==> src/rtl/aes_encrypt_arbiter.sv <==
// Round-robin front end that shares one byte-serial AES-128 core among N_REQ requesters.
// It streams key/plaintext bytes in, collects 16 ciphertext bytes and returns them on a valid/ready port.
module aes_encrypt_arbiter #(
  parameter int unsigned N_REQ       = 4,
  parameter int unsigned TIMEOUT_CYC = 1023,
  localparam int unsigned ID_W       = (N_REQ > 1) ? $clog2(N_REQ) : 1
) (
  input  logic                   clk,
  input  logic                   rst,
  input  logic [N_REQ-1:0]       req_valid,
  input  logic [N_REQ*128-1:0]   req_key,
  input  logic [N_REQ*128-1:0]   req_pt,
  output logic [N_REQ-1:0]       req_ready,
  output logic                   rsp_valid,
  input  logic                   rsp_ready,
  output logic [ID_W-1:0]        rsp_id,
  output logic [127:0]           rsp_ct,
  output logic                   rsp_err,
  output logic                   core_en,
  output logic [7:0]             core_key_byte,
  output logic [7:0]             core_state_byte,
  input  logic                   core_ready,
  input  logic [7:0]             core_out_byte
);

  localparam int unsigned TMR_W = $clog2(TIMEOUT_CYC + 1);
  localparam logic [TMR_W-1:0] TMR_LAST = TMR_W'(TIMEOUT_CYC - 1);
  localparam logic [4:0] LOAD_LAST = 5'd16;
  localparam logic [4:0] UNLOAD_LAST = 5'd15;

  typedef enum logic [2:0] {IDLE, LOAD, WAIT, UNLOAD, RESP} stateType;

  stateType          state;
  stateType          stateNext;
  logic [ID_W-1:0]   rrPtr;
  logic [127:0]      keyLat;
  logic [127:0]      ptLat;
  logic [4:0]        cnt;
  logic [TMR_W-1:0]  timer;
  logic              timerDone;
  logic [3:0]        byteIdx;

  logic              foundHi;
  logic              foundLo;
  logic [ID_W-1:0]   hiId;
  logic [ID_W-1:0]   loId;
  logic              grantFound;
  logic [ID_W-1:0]   grantId;
  logic [ID_W-1:0]   rrNext;
  logic [N_REQ-1:0]  grantOneHot;
  logic [127:0]      selKey;
  logic [127:0]      selPt;

  // Round-robin pick: first requester at or above rrPtr, else the lowest one overall.
  always_comb begin
    foundHi     = 1'b0;
    foundLo     = 1'b0;
    hiId        = '0;
    loId        = '0;
    selKey      = '0;
    selPt       = '0;
    grantOneHot = '0;
    for (int unsigned i = 0; i < N_REQ; i++) begin
      if (!foundHi && req_valid[i] && (ID_W'(i) >= rrPtr)) begin
        foundHi = 1'b1;
        hiId    = ID_W'(i);
      end
      if (!foundLo && req_valid[i]) begin
        foundLo = 1'b1;
        loId    = ID_W'(i);
      end
    end
    grantFound = foundHi | foundLo;
    grantId    = foundHi ? hiId : loId;
    for (int unsigned i = 0; i < N_REQ; i++) begin
      if (ID_W'(i) == grantId) begin
        selKey         = req_key[i*128 +: 128];
        selPt          = req_pt[i*128 +: 128];
        grantOneHot[i] = grantFound;
      end
    end
  end

  assign rrNext    = (grantId == ID_W'(N_REQ - 1)) ? '0 : grantId + 1'b1;
  assign timerDone = (timer == TMR_LAST);
  assign byteIdx   = 4'd15 - cnt[3:0];

  always_ff @(posedge clk) begin
    if (rst) state <= IDLE;
    else     state <= stateNext;
  end

  always_comb begin
    stateNext = state;
    case (state)
      IDLE:    if (grantFound) stateNext = LOAD;
      LOAD:    if (cnt == LOAD_LAST) stateNext = WAIT;
      WAIT: begin
        if (core_ready)     stateNext = UNLOAD;
        else if (timerDone) stateNext = RESP;
      end
      UNLOAD:  if (cnt == UNLOAD_LAST) stateNext = RESP;
      RESP:    if (rsp_ready) stateNext = IDLE;
      default: stateNext = IDLE;
    endcase
  end

  // Datapath and registered outputs; byte 0 of each 128-bit word sits in [127:120].
  always_ff @(posedge clk) begin
    if (rst) begin
      rrPtr           <= '0;
      keyLat          <= '0;
      ptLat           <= '0;
      cnt             <= '0;
      timer           <= '0;
      req_ready       <= '0;
      rsp_valid       <= 1'b0;
      rsp_id          <= '0;
      rsp_ct          <= '0;
      rsp_err         <= 1'b0;
      core_en         <= 1'b0;
      core_key_byte   <= '0;
      core_state_byte <= '0;
    end else begin
      req_ready <= '0;
      case (state)
        IDLE: begin
          if (grantFound) begin
            keyLat    <= selKey;
            ptLat     <= selPt;
            rsp_id    <= grantId;
            req_ready <= grantOneHot;
            rrPtr     <= rrNext;
            core_en   <= 1'b1;
            cnt       <= '0;
          end
        end
        LOAD: begin
          if (cnt == LOAD_LAST) begin
            cnt             <= '0;
            timer           <= '0;
            core_key_byte   <= '0;
            core_state_byte <= '0;
          end else begin
            cnt             <= cnt + 5'd1;
            core_key_byte   <= keyLat[{byteIdx, 3'b000} +: 8];
            core_state_byte <= ptLat[{byteIdx, 3'b000} +: 8];
          end
        end
        WAIT: begin
          if (core_ready) begin
            cnt <= '0;
          end else if (timerDone) begin
            core_en   <= 1'b0;
            rsp_ct    <= '0;
            rsp_err   <= 1'b1;
            rsp_valid <= 1'b1;
          end else begin
            timer <= timer + 1'b1;
          end
        end
        UNLOAD: begin
          rsp_ct[{byteIdx, 3'b000} +: 8] <= core_out_byte;
          cnt <= cnt + 5'd1;
          if (cnt == UNLOAD_LAST) begin
            cnt       <= '0;
            core_en   <= 1'b0;
            rsp_err   <= 1'b0;
            rsp_valid <= 1'b1;
          end
        end
        RESP: begin
          if (rsp_ready) rsp_valid <= 1'b0;
        end
        default: ;
      endcase
    end
  end

endmodule
==> config.mk <==
export PLATFORM = sky130hd
export DESIGN_NAME = aes_encrypt_arbiter
export DESIGN_NICKNAME = d
export VERILOG_FILES = /design/src/rtl/aes_encrypt_arbiter.sv
export SDC_FILE = /design/constraint.sdc
export NUM_CORES = 1
export LEC_CHECK = 0
export CORE_AREA = 2 2 468 470
export DETAILED_ROUTE_END_ITERATION = 7
export DIE_AREA = 0 0 470 472
export GPL_TIMING_DRIVEN = 0
export PLACE_DENSITY_LB_ADDON = 0.25
export SYNTH_ARGS = -nofsm -noshare
export SYNTH_HDL_FRONTEND = slang
export SYNTH_SLANG_ARGS = --single-unit
==> constraint.sdc <==
create_clock -name clk -period 4.7 [get_ports clk]
set_input_delay 1.175 -clock clk [delete_from_list [all_inputs] [get_ports clk]]
set_output_delay 1.175 -clock clk [all_outputs]
set_load 0.02 [all_outputs]
==> results.sh, run 1 <==
export IMPL_multi_input_area_um2=16600
export IMPL_clk_path_buf_depth=3
export IMPL_tightest_slew_ns=1.22
export IMPL_cp_data_arrival_time_ns=5.20
export IMPL_drv_slew=0
export IMPL_reg2reg_slack_ns=0.40
export IMPL_synth_top_family_by_area="simple AND/OR/NAND/NOR gates"
export IMPL_drcViolationCount=0
export IMPL_synth_compound_area_share_pct=25.7
export IMPL_grt_pass1_wl_um=310000
export IMPL_timing_final_crit_share_pct=98.3
export IMPL_antenna_found_initial=76
export IMPL_clk_latency_ns=0.67
export IMPL_drt_initial_drc_count=2420
export IMPL_io_pins=1193
export IMPL_design_core_area_um2=217000
export IMPL_synth_cell_area_um2=26600
export IMPL_seq_area_frac_synth_pct=32.3
export IMPL_hp_class="reg -> reg"
export IMPL_muxShareOfSynthArea_pct=6.70
export IMPL_ctsResizeCount=43
export IMPL_fin_hold_ws_ns=0.465
export IMPL_path_cells="clkdlybuf4s50_1 -> mux2i_1 -> nor2_1 -> or3_1 -> inv_1 -> ha_1 -> buf_4 -> buf_2 -> buf_6 -> clkbuf_1 -> a221oi_1 -> o311a_1 -> nor3_1"
export IMPL_path_max_fanout=12
export IMPL_yosys_area_share_simple_pct=29.0
export IMPL_rows=171
export IMPL_p_leak_nw=15.6
export IMPL_post_cts_setup_buffer_count=0
export IMPL_layout_setup_ws_ns=0.0813
export IMPL_synth_edff_count=0
export IMPL_vdd_drop_max_v=0.000269
export IMPL_rsz0062_at_grt="yes"
export IMPL_finalCriticalPeriod_ns=4.62
export IMPL_antenna_left=0
export IMPL_layout_commonest_cell="clkdlybuf4s50_1"
export IMPL_cp_top_family="buffers and inverters"
export IMPL_post_place_ws_ns=-1.88
export IMPL_final_nets=5539
export IMPL_fp_dieW_um=470
export IMPL_crit_path_end_kind="flip-flop"
export IMPL_finish_instance_area_um2=44500
export IMPL_critPathKind="in -> reg"
export IMPL_avgRoutedWirePerCell_um=32.2
export IMPL_cts_num_sinks=429
export IMPL_finalHoldViolCount=0
export IMPL_final_layout_size_suffix_gt1_share_pct=7.46
export IMPL_cp_required_ns=5.28
export IMPL_numCtsBuffers=54
export IMPL_place_area_um2=42300
export IMPL_async_reset_ff_share_pct=0
export IMPL_grt_max_degree=20
export IMPL_synth_ff_type="dfxtp_1"
export IMPL_synth_xor_area_share_pct=0.0329
export IMPL_fmax_mhz=217
export IMPL_setup_viol=0
export IMPL_cts_tree="built"
export IMPL_initial_core_util_pct=12.3
export IMPL_yosysWarnings=0
export IMPL_ff_latch_area_um2=8590
export IMPL_outcome="completed"
export IMPL_mostFrequentLayoutCells="1192 x clkdlybuf4s50_1, 516 x nor2b_1, 429 x dfxtp_1, 322 x nand2_1, 271 x nor2_1"
export IMPL_maxCapViolCount=0
export IMPL_syn_avg_cell_area_um2=8.23
export IMPL_overflow=0
export IMPL_dr_pass1_iters=5
export IMPL_synth_cells=3237
export IMPL_synth_adder_area_share_pct=0.517
export IMPL_synthToLayoutAreaGrowth_pct=67.1
export IMPL_slew_headroom_pct=18.7
export IMPL_place_congestion=0.966
export IMPL_slowest_delay_ns=0.51
export IMPL_via_per_inst=4.45
export IMPL_critPathLaunchType="input pin"
export IMPL_dpl_hpwl_um=204000
export IMPL_worst_path_buf_inv=6
export IMPL_portBuffers=1192
export IMPL_powerDensity_nw_per_um2=327
export IMPL_synthDistinctLibCells=82
export IMPL_h_tree_depth=2
export IMPL_grt_pass1_vias=33400
export IMPL_skew_ns=0.0245
export IMPL_die_h_um=472
export IMPL_clock_root_buffer="clkbuf_16"
export IMPL_grt_usage_pct=20.5
export IMPL_cts_hold_buf=0
export IMPL_slowest_stage="clkdlybuf4s50_1"
export IMPL_synth_seq_cells=429
export IMPL_nFillCells=24200
export IMPL_dieArea_um2=222000
export IMPL_cts_clk_slew_worst_paths_ns=0.06
export IMPL_routed_via_count=33000
export IMPL_syn_nets=4288
export IMPL_drt_total_wl_um=239000
## metrics by stage
step,power (mW),std cells,utilization (%),TNS [ns]
finish,14.5,7412,20.5,0
global route,15.2,7393,20.5,-0.0221
CTS,14.7,7387,20.5,0
detailed placement,10.0,7291,19.5,-360.08
global placement,10.0,7283,19.5,-593.24
floorplan,6.77,3237,-,0
## worst reg2reg max path: cells and delay by family, from the launching register on
kind | cells | cell delay (ns)
AOI/OAI and AO/OA | 3 | 1.25
adders and majority gates | 1 | 0.41
buffers and inverters | 5 | 1.96
DFF | 1 | 0.39
and+or+nand+nor | 1 | 0.19
## state kept, by name (all words and copies together), names as in the netlist
| register | count |
|---|---|
| ptLat | 128 |
| core_state_byte | 8 |
| rsp_id | 2 |
| keyLat | 128 |
| req_ready | 4 |
| rsp_ct | 128 |
| rrPtr | 2 |
| rsp_err | 1 |
| cnt | 5 |
| core_en | 1 |
| rsp_valid | 1 |
| state | 3 |
| core_key_byte | 8 |
| timer | 10 |
## per-layer routing
metal | routed length [µm] | track usage (%)
met4 | 8980 | 6.82
met2 | 119000 | 37.0
met3 | 15300 | 4.45
met5 | 172 | 0
met1 | 95100 | 23.8
## layout make-up
| type | instances | share of cell area [%] |
|---|---|---|
| Inverter | 23 | 0.205 |
| Sequential cell | 429 | 19.3 |
| Tap cell | 2854 | 8.03 |
| Timing Repair Buffer | 1200 | 27.1 |
| Clock buffer | 66 | 3.30 |
| Buffer | 356 | 3.46 |
| Antenna cell | 26 | 0.146 |
| Multi-Input combinational cell | 2424 | 37.4 |
| Clock inverter | 34 | 1.05 |
## cells in the mapped netlist (16+ instances only)
master     instances  area share, %
a221oi_1         257            8.5
nor2_1           271            3.8
buf_1             17           0.24
mux2_2            32            1.4
mux4_2            32            2.7
nand2_1          322            4.5
nand3_1           65            1.2
dfxtp_1          429             32
a32o_1            41            1.5
inv_1             22           0.31
o21ai_0           19           0.36
a2bb2oi_1         16           0.53
mux2i_1           69            2.6
nor3_1           258            4.8
a22oi_1           18           0.51
nor2b_1          516             12
and3_1            20           0.47
a21oi_1           20           0.38
clkbuf_1         281            4.0
o22ai_1           26           0.61
o311a_1          256            9.6
buf_2             53            1.0
## where the power goes
| part | leakage (nW) | switching, mW | total [mW] | internal, mW |
|---|---|---|---|---|
| clock | 0.930 | 1.91 | 4.59 | 2.68 |
| sequential | 3.52 | 0.337 | 4.34 | 4.00 |
| combinational | 11.1 | 3.32 | 5.61 | 2.30 |
| total | 15.6 | 5.56 | 14.5 | 8.98 |
## logic make-up after synthesis
family          count (synthesis)
fa+ha+maj                      11
compound gates                759
mux                           134
simple gates                 1519
buf+inv                       384
flops                         429
xor+xnor                        1
## worst paths after layout
check                    start          to  depth (start not counted)
setup / recovery  req_valid[0]  keyLat[58]                         13
hold / removal       rsp_id[0]   rsp_id[0]                          2
setup reg to reg        cnt[1]  rsp_ct[68]                         10
hold reg to reg      rsp_id[0]   rsp_id[0]                          2
Power figures use the tool's default switching activity.
==> inputs of run 2 (changes only) <==
- CTS_CLUSTER_DIAMETER: not set -> 40
- PLACE_DENSITY_LB_ADDON: 0.25 -> 0.05
==> run 2 against run 1 <==
  * Worst hold slack worse by 0.0012 ns
  * Clock skew is 0.017 ns higher
  * Sequential cell count stayed put
  * Setup slack better by 0.052 ns
  * Fmax is 1.1% higher
  * Critical path type unchanged
==> results.sh, run 2 (synthesized netlist as in run 1, its figures left out) <==
export IMPL_grt_pass1_wl_um=317000
export IMPL_slew_headroom_pct=16.2
export IMPL_antenna_left=0
export IMPL_dp_cells=7292
export IMPL_powerDensity_nw_per_um2=388
export IMPL_cts_clk_slew_worst_paths_ns=0.05
export IMPL_dieArea_um2=222000
export IMPL_io_pins=1193
export IMPL_path_max_fanout=10
export IMPL_skew_ns=0.0416
export IMPL_drt_total_wl_um=242000
export IMPL_dr_pass1_iters=5
export IMPL_clk_latency_ns=0.73
export IMPL_clk_path_buf_depth=3
export IMPL_fp_dieW_um=470
export IMPL_drt_initial_drc_count=1583
export IMPL_grt_max_degree=20
export IMPL_final_nets=5597
export IMPL_finalHoldViolCount=0
export IMPL_critPathLaunchType="input pin"
export IMPL_place_congestion=0.873
export IMPL_cts_hold_buf=0
export IMPL_h_tree_depth=3
export IMPL_avgRoutedWirePerCell_um=32.1
export IMPL_vdd_drop_max_v=0.000297
export IMPL_outcome="completed"
export IMPL_crit_path_end_kind="flip-flop"
export IMPL_maxCapViolCount=0
export IMPL_setup_viol=0
export IMPL_timing_final_crit_share_pct=97.2
export IMPL_portBuffers=1192
export IMPL_final_layout_size_suffix_gt1_share_pct=9.40
export IMPL_layout_commonest_cell="clkdlybuf4s50_1"
export IMPL_numCtsBuffers=108
export IMPL_hp_class="reg -> reg"
export IMPL_fin_util_pct=21.5
export IMPL_grt_pass1_vias=34000
export IMPL_antenna_found_initial=70
export IMPL_drv_slew=0
export IMPL_synthToLayoutAreaGrowth_pct=74.5
export IMPL_cp_required_ns=5.34
export IMPL_grt_usage_pct=20.9
export IMPL_dpl_hpwl_um=205000
export IMPL_overflow=0
export IMPL_critPathKind="in -> reg"
export IMPL_cts_tree="built"
export IMPL_rows=171
export IMPL_nFillCells=24100
export IMPL_p_leak_nw=16.5
export IMPL_initial_core_util_pct=12.3
export IMPL_cts_num_sinks=429
export IMPL_fin_cells=7519
export IMPL_fmax_mhz=219
export IMPL_routed_via_count=32000
export IMPL_finalCriticalPeriod_ns=4.57
export IMPL_via_per_inst=4.25
export IMPL_drcViolationCount=0
export IMPL_rsz0062_at_grt="no"
export IMPL_reg_top3="keyLat (128), ptLat (128), rsp_ct (128)"
export IMPL_die_h_um=472
export IMPL_clock_root_buffer="clkbuf_16"
export IMPL_mostFrequentLayoutCells="1192 x clkdlybuf4s50_1, 516 x nor2b_1, 429 x dfxtp_1, 322 x nand2_1, 271 x nor2_1"
export IMPL_cp_data_arrival_time_ns=5.21
export IMPL_design_core_area_um2=217000
export IMPL_tightest_slew_ns=1.25
export IMPL_reg2reg_slack_ns=0.54
## run 2: per-stage QoR
stage	worst slack, ns	cell area (µm²)	setup TNS, ns	hold WS (ns)	total power, mW
2_1_floorplan	1.28	26600	0	0.445	6.77
3_3_place_gp	-2.34	42100	-456.42	0.451	10.1
3_5_place_dp	-1.88	42300	-378.04	0.460	10.1
4_1_cts	0.00559	46400	0	0.468	18.4
5_1_grt	0.00865	46400	0	0.486	18.9
6_report	0.133	46500	0	0.464	18.0
## run 2: cell type report
cell class                 count  area, µm²  area share (%)
timing repair buffer        1203      12100            25.9
sequential                   429       8590            18.5
clock inverter                74        996            2.14
inverter                      23       87.6           0.189
tap                         2854       3570            7.69
clock buffer                 130       2920            6.28
antenna                       25       62.6           0.135
buffer                       357       1530            3.30
multi-input combinational   2424      16600            35.8
## run 2: critical path: stages
cell	delay (ns)
clkdlybuf4s50_1	0.51
mux2i_1	0.20
nor2_1	0.09
or3_1	0.50
inv_1	0.14
ha_2	0.55
clkbuf_2	0.71
clkbuf_1	0.71
nand2_1	0.11
o311a_1	0.24
nor3_1	0.21
## run 2: routing by layer
metal | global-route usage (%) | routed length (µm) | vias to the layer above
met4 | 3.61 | 3880 | 70
li1 | - | - | 14900
met2 | 38.5 | 123000 | 1079
met3 | 5.90 | 16000 | 244
met5 | 0 | 455 | -
met1 | 24.1 | 98000 | 15700
## run 2: timing repair
item / CTS / global route
gates resized for setup: 48 / 37
setup endpoints to repair: 300 / 146
setup buffers: 2 / 0
pin swaps: 1 / 0
## run 2: path summary, 6_finish.rpt
path | to | cells past startpoint | start
setup / recovery | keyLat[79] | 11 | req_valid[0]
hold / removal | rsp_ct[5] | 2 | rsp_ct[5]
setup reg to reg | rsp_ct[64] | 10 | cnt[1]
hold reg to reg | rsp_ct[5] | 2 | rsp_ct[5]
## run 2: power breakdown
group,internal (mW),switching [mW]
Sequential,4.01,0.319
Combinational,2.31,3.33
Clock,5.41,2.65
Total,11.7,6.30
==> inputs of run 3 (changes only) <==
==> constraint.sdc (replaced) <==
create_clock -name clk -period 3.8 [get_ports clk]
set_input_delay 0.95 -clock clk [delete_from_list [all_inputs] [get_ports clk]]
set_output_delay 0.95 -clock clk [all_outputs]
set_load 0.1 [all_outputs]
==> run 3 against run 2 <==
  * Combinational power increased by 29%
  * Die area unchanged
  * Global-route usage barely moved
  * Register-to-register slack got worse by 0.26 ns
  * Sequential cell count stayed put
  * Setup slack lost 0.072 ns
  * First-iteration DRC count shrank 2.0%
  * Non-clock buffer count fell by 1
  * Critical path type unchanged
  * Critical endpoint is now ptLat[16]
  * Largest power group unchanged
==> results.sh, run 3 (synthesized netlist as in run 1, its figures left out) <==
export IMPL_outcome="completed"
export IMPL_finish_instance_area_um2=46900
export IMPL_drt_initial_drc_count=1551
export IMPL_layout_commonest_cell="clkdlybuf4s50_1"
export IMPL_grt_max_degree=20
export IMPL_grt_usage_pct=20.9
export IMPL_rows=171
export IMPL_numCtsBuffers=108
export IMPL_drv_slew=0
export IMPL_h_tree_depth=3
export IMPL_cts_tree="built"
export IMPL_avgRoutedWirePerCell_um=32.1
export IMPL_grt_pass1_wl_um=317000
export IMPL_drt_total_wl_um=241000
export IMPL_drcViolationCount=0
export IMPL_vdd_drop_max_v=0.000370
export IMPL_fin_util_pct=21.7
export IMPL_clk_latency_ns=0.73
export IMPL_critPathLaunchType="input pin"
export IMPL_via_per_inst=4.25
export IMPL_dpl_hpwl_um=205000
export IMPL_rsz0062_at_grt="no"
export IMPL_portBuffers=1192
export IMPL_final_layout_size_suffix_gt1_share_pct=11.0
export IMPL_cts_hold_buf=0
export IMPL_finalHoldViolCount=0
export IMPL_dieArea_um2=222000
export IMPL_setup_viol=0
export IMPL_grt_pass1_vias=34000
export IMPL_p_leak_nw=16.8
export IMPL_cts_num_sinks=429
export IMPL_initial_core_util_pct=12.3
export IMPL_timing_final_crit_share_pct=98.4
export IMPL_synthToLayoutAreaGrowth_pct=76.1
export IMPL_overflow=0
export IMPL_critPathKind="in -> reg"
export IMPL_crit_path_end_kind="flip-flop"
export IMPL_final_nets=5596
export IMPL_maxCapViolCount=0
export IMPL_powerDensity_nw_per_um2=482
export IMPL_cp_data_arrival_time_ns=4.37
export IMPL_routed_via_count=32000
export IMPL_cp_required_ns=4.43
export IMPL_place_area_um2=42300
export IMPL_path_max_fanout=10
export IMPL_finalPower_mw=22.6
export IMPL_dr_pass1_iters=5
export IMPL_tightest_slew_ns=1.36
export IMPL_antenna_found_initial=68
export IMPL_fp_dieW_um=470
export IMPL_slew_headroom_pct=8.96
export IMPL_mostFrequentLayoutCells="1191 x clkdlybuf4s50_1, 514 x nor2b_1, 429 x dfxtp_1, 322 x nand2_1, 271 x nor2_1"
export IMPL_fmax_mhz=267
export IMPL_cts_clk_slew_worst_paths_ns=0.05
export IMPL_die_h_um=472
export IMPL_design_core_area_um2=217000
export IMPL_fin_cells=7515
export IMPL_dp_cells=7292
export IMPL_io_pins=1193
export IMPL_place_congestion=0.873
export IMPL_clk_path_buf_depth=3
export IMPL_reg_top3="keyLat (128), ptLat (128), rsp_ct (128)"
export IMPL_hp_class="reg -> reg"
export IMPL_clock_root_buffer="clkbuf_16"
export IMPL_antenna_left=0
export IMPL_skew_ns=0.0439
export IMPL_finalCriticalPeriod_ns=3.74
run 3: per-layer routing:
| metal | GRT usage, % | part of all wire, % | vias to the layer above |
|---|---|---|---|
| li1 | - | - | 14900 |
| met1 | 24.1 | 41 | 15700 |
| met2 | 38.5 | 51 | 1074 |
| met3 | 5.86 | 6.5 | 244 |
| met4 | 3.61 | 1.6 | 68 |
| met5 | 0 | 0.18 | - |
run 3: path summary, 6_finish.rpt:
kind | from | to | slack (ns) | cells after the start
worst max-delay path | req_valid[1] | ptLat[16] | 0.06 | 10
worst min-delay path | rsp_ct[5] | rsp_ct[5] | 0.46 | 2
worst max register to register | cnt[1] | rsp_ct[87] | 0.28 | 7
worst min register to register | rsp_ct[5] | rsp_ct[5] | 0.46 | 2
run 3: cell type report:
class / count / area [µm²]
Antenna cell: 22 / 55.1
Buffer: 355 / 1720
Clock buffer: 130 / 2920
Clock inverter: 74 / 996
Fill cell: 24100 / 170000
Inverter: 23 / 87.6
Multi-Input combinational cell: 2424 / 16900
Sequential cell: 429 / 8590
Tap cell: 2854 / 3570
Timing Repair Buffer: 1204 / 12100
run 3: repair_timing:
action / in CTS / in global routing
resized for setup: 153 / 72
pin swaps: 4 / 3
setup endpoints to repair: 424 / 276
buffers inserted: 3 / 0
run 3: critical path, cell delays in order:
cell and delay [ns]:
clkdlybuf4s50_1 0.55, a21oi_1 0.06, o21a_1 0.21, o22ai_4 0.32, ha_1 0.36, buf_2 0.52, clkbuf_1 0.55, a221oi_1 0.22
o311a_1 0.38, nor3_1 0.19
run 3: through the flow:
| step | hold slack [ns] | worst slack (ns) | setup TNS (ns) |
|---|---|---|---|
| 2_1_floorplan | 0.445 | 0.603 | 0 |
| 3_3_place_gp | 0.451 | -3.02 | -754.38 |
| 3_5_place_dp | 0.460 | -2.55 | -672.72 |
| 4_1_cts | 0.468 | 0.00130 | 0 |
| 5_1_grt | 0.486 | 0.000241 | 0 |
| 6_report | 0.464 | 0.0605 | 0 |
run 3: report_power, final:
part	leakage, nW	internal (mW)	switching (mW)
combinational	11.3	2.96	4.29
clock	1.89	6.69	3.27
sequential	3.52	4.96	0.395
total	16.8	14.6	7.96
